--- config.mk ---
export PLATFORM = sky130hd
export DESIGN_NAME = vx_cta_dispatch
export DESIGN_NICKNAME = d
export VERILOG_FILES = /design/src/rtl/vx_cta_dispatch.sv
export SDC_FILE = /design/constraint.sdc
export NUM_CORES = 1
export LEC_CHECK = 0
export BUFFER_PORTS_ARGS = -buffer_cell sky130_fd_sc_hd__buf_2
export CAP_MARGIN = 20
export CORE_AREA = 8 8 179 181
export DETAILED_ROUTE_END_ITERATION = 7
export DIE_AREA = 0 0 187 189
export PLACE_DENSITY = 0.64
export SLEW_MARGIN = 30
export SYNTH_ARGS = -nofsm -noshare
export SYNTH_HDL_FRONTEND = slang
export SYNTH_SLANG_ARGS = --single-unit
--- constraint.sdc ---
create_clock -name i_clk -period 6.86 [get_ports i_clk]
set_input_delay 1.372 -clock i_clk [delete_from_list [all_inputs] [get_ports i_clk]]
set_output_delay 1.372 -clock i_clk [all_outputs]
set_load 0.05 [all_outputs]
--- src/rtl/vx_cta_dispatch.sv ---
// CTA dispatcher: accepts one CTA request at a time, waits until enough
// warp slots are free, then spawns the CTA's warps one per cycle onto the
// lowest free slots. Slots are returned by warp-done notifications.
//
// state    | meaning
// ---------+-------------------------------------------------------------
// ST_IDLE  | ready for a new CTA request
// ST_WAIT  | CTA latched, waiting for free_count >= num_warps
// ST_SPAWN | issuing spawn commands, one warp per accepted handshake

module vx_cta_dispatch #(
    parameter int NUM_WARPS   = 4,
    parameter int NUM_THREADS = 4
) (
    input  logic                         i_clk,
    input  logic                         i_rst_n,

    input  logic                         i_req_valid,
    input  logic [31:0]                  i_req_num_warps,
    input  logic [31:0]                  i_req_start_pc,
    input  logic [31:0]                  i_req_param,
    input  logic [31:0]                  i_req_cta_x,
    input  logic [31:0]                  i_req_cta_y,
    input  logic [31:0]                  i_req_cta_z,
    input  logic [31:0]                  i_req_cta_id,
    input  logic [NUM_THREADS-1:0]       i_req_remain_mask,
    output logic                         o_req_ready,

    output logic                         o_spawn_valid,
    input  logic                         i_spawn_ready,
    output logic [$clog2(NUM_WARPS)-1:0] o_spawn_wid,
    output logic [31:0]                  o_spawn_pc,
    output logic [31:0]                  o_spawn_param,
    output logic [31:0]                  o_spawn_cta_id,
    output logic [31:0]                  o_spawn_cta_x,
    output logic [31:0]                  o_spawn_cta_y,
    output logic [31:0]                  o_spawn_cta_z,
    output logic [31:0]                  o_spawn_widx,
    output logic [NUM_THREADS-1:0]       o_spawn_tmask,

    input  logic                         i_done_valid,
    input  logic [$clog2(NUM_WARPS)-1:0] i_done_wid,

    output logic                         o_busy,
    output logic                         o_err_oversize,
    output logic [$clog2(NUM_WARPS):0]   o_free_count
);

    localparam int          WID_W    = $clog2(NUM_WARPS);
    localparam int          CNT_W    = WID_W + 1;
    localparam logic [31:0] MAX_WARP = 32'(NUM_WARPS);

    typedef enum logic [1:0] {
        ST_IDLE  = 2'd0,
        ST_WAIT  = 2'd1,
        ST_SPAWN = 2'd2
    } state_t;

    state_t                 r_state;
    state_t                 w_state_nxt;

    logic [NUM_WARPS-1:0]   r_free_mask;
    logic [NUM_WARPS-1:0]   w_free_mask_nxt;
    logic [CNT_W-1:0]       r_free_cnt;
    logic [CNT_W-1:0]       w_free_cnt_nxt;
    logic [CNT_W-1:0]       r_spawn_idx;
    logic [WID_W-1:0]       r_spawn_wid;
    logic [WID_W-1:0]       w_lowest_free;
    logic                   r_err_oversize;

    logic [31:0]            r_num_warps;
    logic [31:0]            r_start_pc;
    logic [31:0]            r_param;
    logic [31:0]            r_cta_x;
    logic [31:0]            r_cta_y;
    logic [31:0]            r_cta_z;
    logic [31:0]            r_cta_id;
    logic [NUM_THREADS-1:0] r_remain_mask;

    logic                   w_req_fire;
    logic                   w_spawn_fire;
    logic                   w_req_zero;
    logic                   w_req_oversize;
    logic                   w_fits;
    logic                   w_last_warp;
    logic                   w_done_eff;
    logic                   w_spawn_stall;
    logic [31:0]            w_idx_ext;
    logic [NUM_WARPS-1:0]   w_done_set;
    logic [NUM_WARPS-1:0]   w_spawn_clr;

    // Handshake and qualification terms shared by the FSM and datapath
    always_comb begin
        w_req_fire     = i_req_valid && o_req_ready;
        w_spawn_fire   = o_spawn_valid && i_spawn_ready;
        w_spawn_stall  = o_spawn_valid && !i_spawn_ready;
        w_req_zero     = (i_req_num_warps == 32'd0);
        w_req_oversize = (i_req_num_warps > MAX_WARP);
        w_idx_ext      = {{(32 - CNT_W){1'b0}}, r_spawn_idx};
        w_fits         = ({{(32 - CNT_W){1'b0}}, r_free_cnt} >= r_num_warps);
        w_last_warp    = ((w_idx_ext + 32'd1) == r_num_warps);
        // A done for a slot that is already free is a stray and is ignored.
        w_done_eff     = i_done_valid && !r_free_mask[i_done_wid];
    end

    // Next free mask / count: done releases and spawn allocations applied together
    always_comb begin
        w_done_set      = w_done_eff ? (NUM_WARPS'(1) << i_done_wid) : '0;
        w_spawn_clr     = w_spawn_fire ? (NUM_WARPS'(1) << r_spawn_wid) : '0;
        w_free_mask_nxt = (r_free_mask | w_done_set) & ~w_spawn_clr;
        w_free_cnt_nxt  = r_free_cnt + CNT_W'(w_done_eff) - CNT_W'(w_spawn_fire);
    end

    // Priority pick of the lowest free slot in the next-cycle mask
    always_comb begin
        w_lowest_free = '0;
        for (int i = NUM_WARPS - 1; i >= 0; i--) begin
            if (w_free_mask_nxt[i]) begin
                w_lowest_free = WID_W'(i);
            end
        end
    end

    // FSM state register
    always_ff @(posedge i_clk or negedge i_rst_n) begin
        if (!i_rst_n) begin
            r_state <= ST_IDLE;
        end else begin
            r_state <= w_state_nxt;
        end
    end

    // FSM next-state logic
    always_comb begin
        w_state_nxt = r_state;
        case (r_state)
            ST_IDLE: begin
                if (w_req_fire && !w_req_zero && !w_req_oversize) begin
                    w_state_nxt = ST_WAIT;
                end
            end
            ST_WAIT: begin
                if (w_fits) begin
                    w_state_nxt = ST_SPAWN;
                end
            end
            ST_SPAWN: begin
                if (w_spawn_fire && w_last_warp) begin
                    w_state_nxt = ST_IDLE;
                end
            end
            default: w_state_nxt = ST_IDLE;
        endcase
    end

    // FSM outputs: decoded from state and registers only, never from i_spawn_ready
    always_comb begin
        o_req_ready    = (r_state == ST_IDLE);
        o_spawn_valid  = (r_state == ST_SPAWN);
        o_spawn_wid    = r_spawn_wid;
        o_spawn_widx   = w_idx_ext;
        o_spawn_tmask  = w_last_warp ? r_remain_mask : {NUM_THREADS{1'b1}};
        o_spawn_pc     = r_start_pc;
        o_spawn_param  = r_param;
        o_spawn_cta_id = r_cta_id;
        o_spawn_cta_x  = r_cta_x;
        o_spawn_cta_y  = r_cta_y;
        o_spawn_cta_z  = r_cta_z;
        o_busy         = (r_state != ST_IDLE) || (r_free_mask != {NUM_WARPS{1'b1}});
        o_err_oversize = r_err_oversize;
        o_free_count   = r_free_cnt;
    end

    // Slot bookkeeping, spawn index and sticky oversize error
    always_ff @(posedge i_clk or negedge i_rst_n) begin
        if (!i_rst_n) begin
            r_free_mask    <= {NUM_WARPS{1'b1}};
            r_free_cnt     <= CNT_W'(NUM_WARPS);
            r_spawn_idx    <= '0;
            r_spawn_wid    <= '0;
            r_err_oversize <= 1'b0;
        end else begin
            r_free_mask <= w_free_mask_nxt;
            r_free_cnt  <= w_free_cnt_nxt;
            if (w_req_fire) begin
                r_spawn_idx <= '0;
            end else if (w_spawn_fire) begin
                r_spawn_idx <= r_spawn_idx + CNT_W'(1);
            end
            // The offered slot is frozen while a spawn is stalled so the
            // payload cannot move under the scheduler, even if a lower slot
            // is released meanwhile.
            if (!w_spawn_stall) begin
                r_spawn_wid <= w_lowest_free;
            end
            if (w_req_fire && w_req_oversize) begin
                r_err_oversize <= 1'b1;
            end
        end
    end

    // Request payload capture; contents are only meaningful after acceptance
    always_ff @(posedge i_clk) begin
        if (w_req_fire) begin
            r_num_warps   <= i_req_num_warps;
            r_start_pc    <= i_req_start_pc;
            r_param       <= i_req_param;
            r_cta_x       <= i_req_cta_x;
            r_cta_y       <= i_req_cta_y;
            r_cta_z       <= i_req_cta_z;
            r_cta_id      <= i_req_cta_id;
            r_remain_mask <= i_req_remain_mask;
        end
    end

endmodule

==> results.py, run 1 <==
metrics = {
    "run_status": {
        "status": "complete, no violations",
    },
    "floorplanning": {
        "fp.dieH_microns": 189,
        "die_w_microns": 187,
        "placementRows": 63,
        "die-area_sq_um": 35340,
        "io_pins": 472,
        "core_area_sq_um": 29240,
        "initial_utilization_pct": 27.92,
    },
    "clocking": {
        "clk-insertion-delay-late_ns": 0.53,
        "cts.repair.resized": 0,
        "numCtsBuffers": 27,
        "clockBufferDepth": 3,
        "clk_pin_slew_ns": 0.06,
        "cts_setup_buffers": 0,
        "cts_hold_buf": 0,
        "cts_tree": "done",
        "htreeDepth": 1,
        "cts_sinks": 243,
        "cts_root_buffer": "clkbuf_16",
    },
    "power_and_ir_drop": {
        "power_uw": 3239,
        "switching_share_pct": 21.66,
        "p_seq_share_pct": 50.7,
        "p_per_area_nw_per_um2": 277.7,
        "vdd_drop_max_mv": 0.2232,
        "p_switching_uw": 701.6,
        "internal-power_uw": 2537,
        "leakagePower_uw": 0.004774,
        "p_clk_share_pct": 43.4,
        "pwr-share-comb_pct": 5.9,
    },
    "place": {
        "post_dp_cell_area_sq_um": 10780,
        "gp_congestion": 0.8319,
        "port_buffers": 442,
        "dp_hpwl_microns": 20450,
    },
    "yosys": {
        "yosys-top-cells-area": "edfxtp_1, dfrtp_1, buf_4",
        "yosysSeqAreaShare_pct": 88.52,
        "synth_commonest_cells": "edfxtp_1, buf_4, nand2_1, nor4_1",
        "postSynthAreaPerCell_sq_um": 21.66,
        "muxShareOfSynthArea_pct": 0.2758,
        "yosys_warnings": 0,
        "synthCells": 377,
        "synth_edf_count": 228,
        "synth_top_area_share_pct": 83.85,
        "yosys.area_share.simple_pct": 4.444,
        "synth_xor_area_share_pct": 0.6436,
        "netlist_area_sq_um": 8165,
        "ys_seq_elements": 243,
        "synthArstFlopShare_pct": 6.173,
        "yosys.area_share.adder_pct": 1.165,
        "synth_cell_types": 44,
        "synth_compound_area_share_pct": 1.732,
        "synth_top_area_cell": "edfxtp_1",
        "yosysMostFrequentCell": "edfxtp_1",
        "synth_top_family_by_area": "simple AND/OR/NAND/NOR gates",
        "synth_flop_cell": "edfxtp_1",
    },
    "timing": {
        "skew_ns": 0.01259,
        "hold_viol_final": 0,
        "finalCritPeriodShare_pct": 54.37,
        "slew_viol_final": 0,
        "final.setup.tns_ns": 0,
        "tightestPinTransition_ns": 0.8156,
        "fin_crit_ns": 3.730,
        "rsz0062_at_grt": "no",
        "finalSetupViolCount": 0,
        "slew_headroom_pct": 45.63,
        "fmax_ghz": 0.2681,
    },
    "routing": {
        "route.detailed.drc": 0,
        "first_iter_violations": 191,
        "wire_per_inst_microns": 20.03,
        "vias": 5165,
        "avgViaCountPerCell": 4.083,
        "postRouteAntennaNets": 0,
        "drt_pass1_iterations": 4,
        "drt-total-wl_microns": 25340,
    },
    "hold_path": {
        "hold_class": "reg2reg",
    },
    "global_route": {
        "grt_pass1_vias": 5656,
        "grt_use_met1_pct": 13.67,
        "use_met3_pct": 6.567,
        "antenna_found_initial": 13,
        "grt.overflow.total": 0,
        "grt_max_degree": 103,
        "gr-max-usage-layer": "met2",
        "grt_usage_pct": 13.41,
        "grt.met2_usage_pct": 23.72,
        "grt_pass1_wl_microns": 36040,
    },
    "critical_path": {
        "crit_fanout": 4,
        "path_cells": "nor4_1 -> nand3_1 -> or3_4 -> nand3b_4 -> or2_1 -> buf_2",
        "crit-reg2reg-launch": "r_state[0]$_DFFE_PN0P_",
        "cp.required_ns": 5.49,
        "path_class": "reg2out",
        "crit_start": "r_num_warps[18]$_DFFE_PP_",
        "r2r.worst_path.cells": 4,
        "end_kind": "primary output",
        "critPathSlowestCell": "or3_4",
        "arrival_ns": 2.36,
        "cp-start-kind": "flip-flop",
        "r2r_slack_ns": 4.33,
        "crit_end": "o_spawn_tmask[0]",
        "rr_endpoint": "o_spawn_cta_x[5]$_DFFE_PP_",
        "crit_path_max_incr_delay_ns": 0.39,
    },
    "run": {
        "drv_cap": 0,
    },
    "finish": {
        "fillers": 2722,
        "design_area_sq_um": 11660,
        "area_delta_synth_final_pct": 42.80,
        "drive_gt1_share_pct": 57.42,
        "nNetsFinal": 1091,
    },
}
[area by class of cell]
cell class | count | area [sq um] | share of cell area [%]
Timing Repair Buffer | 444 | 2227 | 19.10
Clock inverter | 21 | 190.2 | 1.631
Inverter | 11 | 48.80 | 0.4185
Sequential cell | 243 | 7228 | 61.99
Multi-Input combinational cell | 122 | 783.3 | 6.717
Antenna cell | 6 | 15.01 | 0.1288
Clock buffer | 28 | 679.4 | 5.827
Tap cell | 390 | 488.0 | 4.185
[power by group through the flow]
stage | Sequential [uW] | Clock [uW] | Combinational [uW]
floorplan | 1710 | 0 | 81.4
global placement | 1670 | 0 | 186
detailed placement | 1670 | 0 | 192
CTS | 1640 | 1450 | 192
global route | 1640 | 1490 | 207
finish | 1640 | 1400 | 191
[worst min-delay path by stage]
stage | from | to | slack [ns] | cells past startpoint
detailed placement | o_err_oversize$_DFFE_PN0P_ | o_err_oversize$_DFFE_PN0P_ | 0.46 | 1
floorplan | r_state[1]$_DFFE_PN0P_ | r_state[0]$_DFFE_PN0P_ | 0.47 | 1
CTS | o_err_oversize$_DFFE_PN0P_ | o_err_oversize$_DFFE_PN0P_ | 0.47 | 1
finish | o_err_oversize$_DFFE_PN0P_ | o_err_oversize$_DFFE_PN0P_ | 0.47 | 1
global placement | o_err_oversize$_DFFE_PN0P_ | o_err_oversize$_DFFE_PN0P_ | 0.46 | 1
global route | o_err_oversize$_DFFE_PN0P_ | o_err_oversize$_DFFE_PN0P_ | 0.51 | 1
[worst max-delay path: cells and delay by family, from the launching register on]
family                 cells  cell delay, ns
flip-flops                 1            0.37
AND/OR/NAND/NOR            5            1.26
buffers and inverters      1            0.21
[cell families after synthesis]
group                      Yosys count
xor gates and xnor gates             6
other                                1
adders and majority gates            7
muxes                                1
buffers and inverters               40
and+or+nand+nor                     58
AOI/OAI and AO/OA                   21
DFF                                243
[layout by cell type, fill, tap and decap left out, types with 8 or more instances in the layout]
master	count
buf_2	442
edfxtp_1	228
conb_1	29
clkbuf_16	27
nand2_1	11
nor4_1	11
dfrtp_1	10
inv_1	9
nor2_1	8
clkinv_1	8
[flip-flops by register name (all words and copies together), names as in the netlist]
register        cells
o_spawn_pc         32
o_err_oversize      1
r_num_warps        32
o_spawn_cta_y      32
r_spawn_idx         3
r_state             2
o_spawn_cta_id     32
o_spawn_wid         2
o_spawn_param      32
r_remain_mask       4
r_free_mask         4
o_spawn_cta_x      32
o_free_count        3
o_spawn_cta_z      32
[stage by stage]
stage | utilization, % | hold slack (ns) | instances | worst slack, ns
after floorplan | - | 0.4704 | 405 | 0.1936
after global placement | 36.85 | 0.4624 | 1210 | 3.520
after detailed placement | 36.85 | 0.4568 | 1210 | 3.461
after CTS | 39.82 | 0.4742 | 1259 | 3.053
after global routing | 39.86 | 0.5089 | 1264 | 2.957
final | 39.87 | 0.4711 | 1265 | 3.130
[layer usage]
| layer | part of all wire (%) | vias up | routed length [microns] |
|---|---|---|---|
| met5 | 0.11 | - | 28 |
| met2 | 51 | 309 | 12960 |
| met4 | 2.7 | 6 | 682 |
| li1 | - | 2364 | - |
| met1 | 35 | 2430 | 8791 |
| met3 | 11 | 56 | 2879 |
Note: power is estimated with default switching activity, not from simulation.
==> run 2: changes to the inputs <==
- clock period: 6.86 -> 3.7 ns (I/O delays scaled with it)
==> run 2 against run 1 <==
Against the previous run: core utilization increased by 0.45 points; register-to-register slack worse by 2.7 ns; power up 91%; critical path depth stayed put; worst hold slack got worse by 0.36 ns; worst setup slack got worse by 2.5 ns; largest cell class unchanged.
==> results.py, run 2 (synthesis results as in run 1) <==
metrics = {
    "run_status": {
        "status": "complete, no violations",
    },
    "finish": {
        "drive_gt1_share_pct": 58.09,
        "area_delta_synth_final_pct": 44.42,
        "nNetsFinal": 1093,
        "fin_cells": 1264,
        "design_area_sq_um": 11790,
        "fillers": 2770,
        "final_common_cell": "buf_2",
        "mostFrequentLayoutCells": "buf_2, edfxtp_1, conb_1, clkbuf_16, nor4_1",
    },
    "global_route": {
        "grt_pass1_vias": 5754,
        "grt_max_degree": 88,
        "grt_usage_pct": 13.60,
        "grt_pass1_wl_microns": 36450,
        "grt.overflow.total": 0,
        "antenna_found_initial": 12,
    },
    "routing": {
        "drt_pass1_iterations": 4,
        "wire_per_inst_microns": 20.19,
        "avgViaCountPerCell": 4.067,
        "postRouteAntennaNets": 0,
        "drt-total-wl_microns": 25530,
        "route.detailed.drc": 0,
        "first_iter_violations": 218,
        "vias": 5141,
    },
    "critical_path": {
        "crit_path_max_incr_delay_ns": 0.38,
        "arrival_ns": 2.35,
        "crit_fanout": 4,
        "path_cells": "nor4_1 -> nand3_1 -> or3_4 -> nand3b_4 -> or2_1 -> buf_2",
        "cp-start-kind": "flip-flop",
        "end_kind": "primary output",
        "cp.required_ns": 2.96,
        "critPathSlowestCell": "or3_4",
        "path_class": "reg2out",
    },
    "floorplanning": {
        "die_w_microns": 187,
        "placementRows": 63,
        "die-area_sq_um": 35340,
        "initial_utilization_pct": 27.92,
        "io_pins": 472,
        "core_area_sq_um": 29240,
        "fp.dieH_microns": 189,
    },
    "place": {
        "post-place-ws_ns": 1.058,
        "port_buffers": 442,
        "dp_hpwl_microns": 20800,
        "dp.cells": 1211,
        "post_dp_cell_area_sq_um": 10840,
        "gp_congestion": 0.7797,
    },
    "clocking": {
        "numCtsBuffers": 28,
        "clk-insertion-delay-late_ns": 0.53,
        "cts_tree": "done",
        "clk_pin_slew_ns": 0.06,
        "htreeDepth": 1,
        "cts.repair.resized": 0,
        "cts_hold_buf": 0,
        "clockBufferDepth": 3,
        "cts_setup_buffers": 0,
        "cts_sinks": 243,
        "cts_root_buffer": "clkbuf_16",
    },
    "timing": {
        "fmax_ghz": 0.3241,
        "slew_viol_final": 0,
        "fin_crit_ns": 3.086,
        "hold_viol_final": 0,
        "tightestPinTransition_ns": 0.5561,
        "fin_ws_ns": 0.6142,
        "finalCritPeriodShare_pct": 83.40,
        "finalSetupViolCount": 0,
        "whs_ns": 0.1062,
        "final.setup.tns_ns": 0,
        "rsz0062_at_grt": "no",
        "slew_headroom_pct": 62.85,
        "skew_ns": 0.01474,
    },
    "power_and_ir_drop": {
        "leakagePower_uw": 0.004815,
        "vdd_drop_max_mv": 0.5283,
        "p_per_area_nw_per_um2": 525.4,
    },
    "hold_path": {
        "hold_class": "in2async",
    },
    "run": {
        "drv_cap": 0,
    },
}
## run 2: power by group
| part | internal [uW] | switching (uW) |
|---|---|---|
| sequential | 3030 | 17.9 |
| clock | 1710 | 1090 |
| combinational | 134 | 220 |
| total | 4870 | 1330 |
## run 2: worst max-delay path, delay by kind of cell (launching register included)
kind / cells / cell delay, ns
and+or+nand+nor: 5 / 1.26
DFF: 1 / 0.36
buffers and inverters: 1 / 0.21
## run 2: area by class of cell
class	count	area (sq um)	share of cell area, %
repair buffers	445	2272	19.27
flip-flops and latches	243	7228	61.29
clock inverters	19	216.5	1.836
diodes	3	7.507	0.06366
multi-input cells	122	802.0	6.801
clock buffers	31	733.2	6.217
inverters	11	45.04	0.3820
well taps	390	488.0	4.138
## run 2: through the flow
step                utilization, %  total power, uW
floorplan                        -             3314
global placement             37.05             3448
detailed placement           37.05             3458
CTS                          40.30             6290
global route                 40.32             6422
finish                       40.32             6196
## run 2: worst paths after layout
path | startpoint | to | slack, ns | cells past startpoint
max in group asynchronous | i_rst_n | o_free_count[2]$_DFF_PN1_ | 3.29 | 1
worst min-delay path | i_rst_n | r_state[0]$_DFFE_PN0P_ | 0.11 | 1
worst min register to register | o_err_oversize$_DFFE_PN0P_ | o_err_oversize$_DFFE_PN0P_ | 0.47 | 1
worst max register to register | r_free_mask[3]$_DFF_PN1_ | o_free_count[2]$_DFF_PN1_ | 1.61 | 7
worst max-delay path | r_num_warps[21]$_DFFE_PP_ | o_spawn_tmask[1] | 0.61 | 6
min in group i_clk | i_req_cta_x[0] | o_spawn_cta_x[0]$_DFFE_PP_ | 0.38 | 1
## run 2: layer usage
metal,vias to the layer above,track usage [%],wire (microns)
met5,-,0,138
met4,20,4.184,597
met3,48,7.101,2787
met2,254,25.55,13760
met1,2448,12.50,8238
li1,2371,-,-
==> run 3: changes to the inputs <==
- PLACE_DENSITY: 0.64 -> 0.67
- clock period: 3.7 -> 2.5 ns (I/O delays scaled with it)
==> run 3 against run 2 <==
Against the previous run: the run now ends with setup timing left; register-to-register slack got worse by 1.2 ns; first-iteration DRC count fell by 21%; global-route usage is 0.20 points higher; non-clock buffer count is 8 higher; clock power is 31% higher; clock skew decreased by 0.0035 ns; critical endpoint is now o_spawn_tmask[0]; largest cell class unchanged.
==> results.py, run 3 (synthesis results as in run 1) <==
metrics = {
    "clocking": {
        "cts_sinks": 243,
        "cts_root_buffer": "clkbuf_16",
        "numCtsBuffers": 26,
        "clk_pin_slew_ns": 0.06,
        "cts_tree": "done",
        "clockBufferDepth": 3,
        "htreeDepth": 1,
        "clk-insertion-delay-late_ns": 0.52,
    },
    "power_and_ir_drop": {
        "vdd_drop_max_mv": 0.6274,
        "p_per_area_nw_per_um2": 735.7,
        "internal-power_uw": 6850,
        "p_switching_uw": 1853,
        "power_uw": 8703,
        "pwr-share-comb_pct": 6.0,
        "leakagePower_uw": 0.004832,
        "switching_share_pct": 21.29,
        "p_clk_share_pct": 42.2,
        "p_seq_share_pct": 51.8,
    },
    "hold_path": {
        "min_from": "i_req_cta_y[21]",
        "worstHoldPathCells": 1,
        "hold_class": "in2reg",
        "whs_endpoint": "o_spawn_cta_y[21]$_DFFE_PP_",
    },
    "place": {
        "dp_hpwl_microns": 21360,
        "post_dp_cell_area_sq_um": 10910,
        "dp.cells": 1217,
        "gp_congestion": 0.8444,
        "post-place-ws_ns": 0.09180,
        "port_buffers": 442,
    },
    "routing": {
        "wl_met3_microns": 3078,
        "postRouteAntennaNets": 0,
        "first_iter_violations": 172,
        "drt-total-wl_microns": 25720,
        "route.detailed.drc": 0,
        "met1_length_microns": 8718,
        "met2RoutedLength_microns": 12940,
        "wire_per_inst_microns": 20.08,
        "avgViaCountPerCell": 4.036,
        "top_layer_used": "met5",
        "vias": 5170,
        "drt_pass1_iterations": 4,
    },
    "timing": {
        "fmax_ghz": 0.3650,
        "fin_crit_ns": 2.740,
        "hold_viol_final": 0,
        "finalCritPeriodShare_pct": 109.6,
        "rsz0062_at_grt": "yes",
        "whs_ns": 0.1460,
        "skew_ns": 0.01125,
        "fin_ws_ns": -0.2397,
        "slew_viol_final": 0,
        "finalSetupViolCount": 4,
    },
    "critical_path": {
        "arrival_ns": 2.24,
        "end_kind": "primary output",
        "r2r_slack_ns": 0.40,
        "path_class": "reg2out",
        "rr_endpoint": "o_free_count[2]$_DFF_PN1_",
        "crit_fanout": 4,
        "crit-reg2reg-launch": "r_free_mask[3]$_DFF_PN1_",
        "r2r.worst_path.cells": 7,
        "cp-start-kind": "flip-flop",
        "cp.required_ns": 2.00,
    },
    "global_route": {
        "antenna_found_initial": 20,
        "grt_max_degree": 65,
        "grt_pass1_wl_microns": 36560,
        "grt.overflow.total": 0,
        "grt_usage_pct": 13.80,
        "grt_pass1_vias": 5659,
    },
    "finish": {
        "drive_gt1_share_pct": 58.15,
        "fin_cells": 1281,
        "nNetsFinal": 1099,
        "design_area_sq_um": 11830,
        "area_delta_synth_final_pct": 44.88,
        "fillers": 2721,
        "final_common_cell": "buf_2",
        "mostFrequentLayoutCells": "buf_2, edfxtp_1, conb_1, clkbuf_16",
    },
    "floorplanning": {
        "fp.dieH_microns": 189,
        "initial_utilization_pct": 27.92,
        "io_pins": 472,
        "die-area_sq_um": 35340,
        "core_area_sq_um": 29240,
        "die_w_microns": 187,
        "placementRows": 63,
    },
    "run": {
        "drv_cap": 0,
    },
    "run_status": {
        "violations": "setup timing",
        "status": "finished with violations",
    },
}
## run 3: changes by cell type in the layout (fill, tap and decap cells not counted), moves of 3 or more
cell / change
diode_2: +11
buf_2: -4
buf_4: +4
buf_6: +4
clkinv_2: +4
buf_12: +3
clkinv_4: -3
nor4_1: -3
nor4_2: +3
## run 3: area by class of cell
class | count | area, sq um | share of cell area (%)
inverters | 11 | 45.04 | 0.3808
well taps | 390 | 488.0 | 4.125
clock inverters | 17 | 133.9 | 1.132
multi-input cells | 122 | 812.0 | 6.864
diodes | 14 | 35.03 | 0.2961
flip-flops and latches | 243 | 7228 | 61.10
repair buffers | 453 | 2397 | 20.26
clock buffers | 31 | 690.7 | 5.838
## run 3: worst max-delay path by stage
stage                                    from                     endpoint  slack (ns)  depth (start not counted)
floorplan              r_state[1]$_DFFE_PN0P_  o_spawn_cta_id[0]$_DFFE_PP_       -1.94                          3
CTS                 r_num_warps[28]$_DFFE_PP_             o_spawn_tmask[3]       -0.38                          6
global route        r_num_warps[23]$_DFFE_PP_             o_spawn_tmask[1]       -0.44                          6
global placement                i_done_wid[0]    o_free_count[2]$_DFF_PN1_        0.12                          8
detailed placement              i_done_wid[0]    o_free_count[2]$_DFF_PN1_        0.09                          8
finish              r_num_warps[28]$_DFFE_PP_             o_spawn_tmask[0]       -0.24                          6
## run 3: critical path: stages, from the launching register on
cell	delay, ns
edfxtp_1	0.37
nor4_2	0.28
nand3_1	0.12
or3_4	0.36
nand3b_4	0.19
or2_1	0.24
buf_6	0.16
## run 3: metal layers
metal,GRT usage (%),vias to the layer above
met2,23.79,299
li1,-,2390
met3,6.954,63
met4,5.589,10
met1,14.11,2408
met5,0,-
## run 3: what timing repair did
item | 4_1_cts | 5_1_grt
buffers inserted | 1 | 0
pin swaps | 3 | 5
hold buffers | 1 | 0
endpoints found under the hold margin | 10 | 0
gates resized for setup | 9 | 2
setup endpoints to repair | 4 | 4
## run 3: metrics by stage
stage | util (%) | TNS (ns)
final | 40.45 | -0.9513
after global routing | 40.37 | -1.735
after CTS | 40.29 | -1.500
after detailed placement | 37.30 | 0
after global placement | 37.30 | 0
after floorplan | - | -448.37
## run 3: power groups by stage
stage | clock network, uW | registers [uW] | logic [uW]
2_1_floorplan | 0 | 4680 | 223
3_3_place_gp | 0 | 4590 | 508
3_5_place_dp | 0 | 4590 | 524
4_1_cts | 3810 | 4510 | 526
5_1_grt | 3950 | 4510 | 575
6_report | 3670 | 4510 | 521
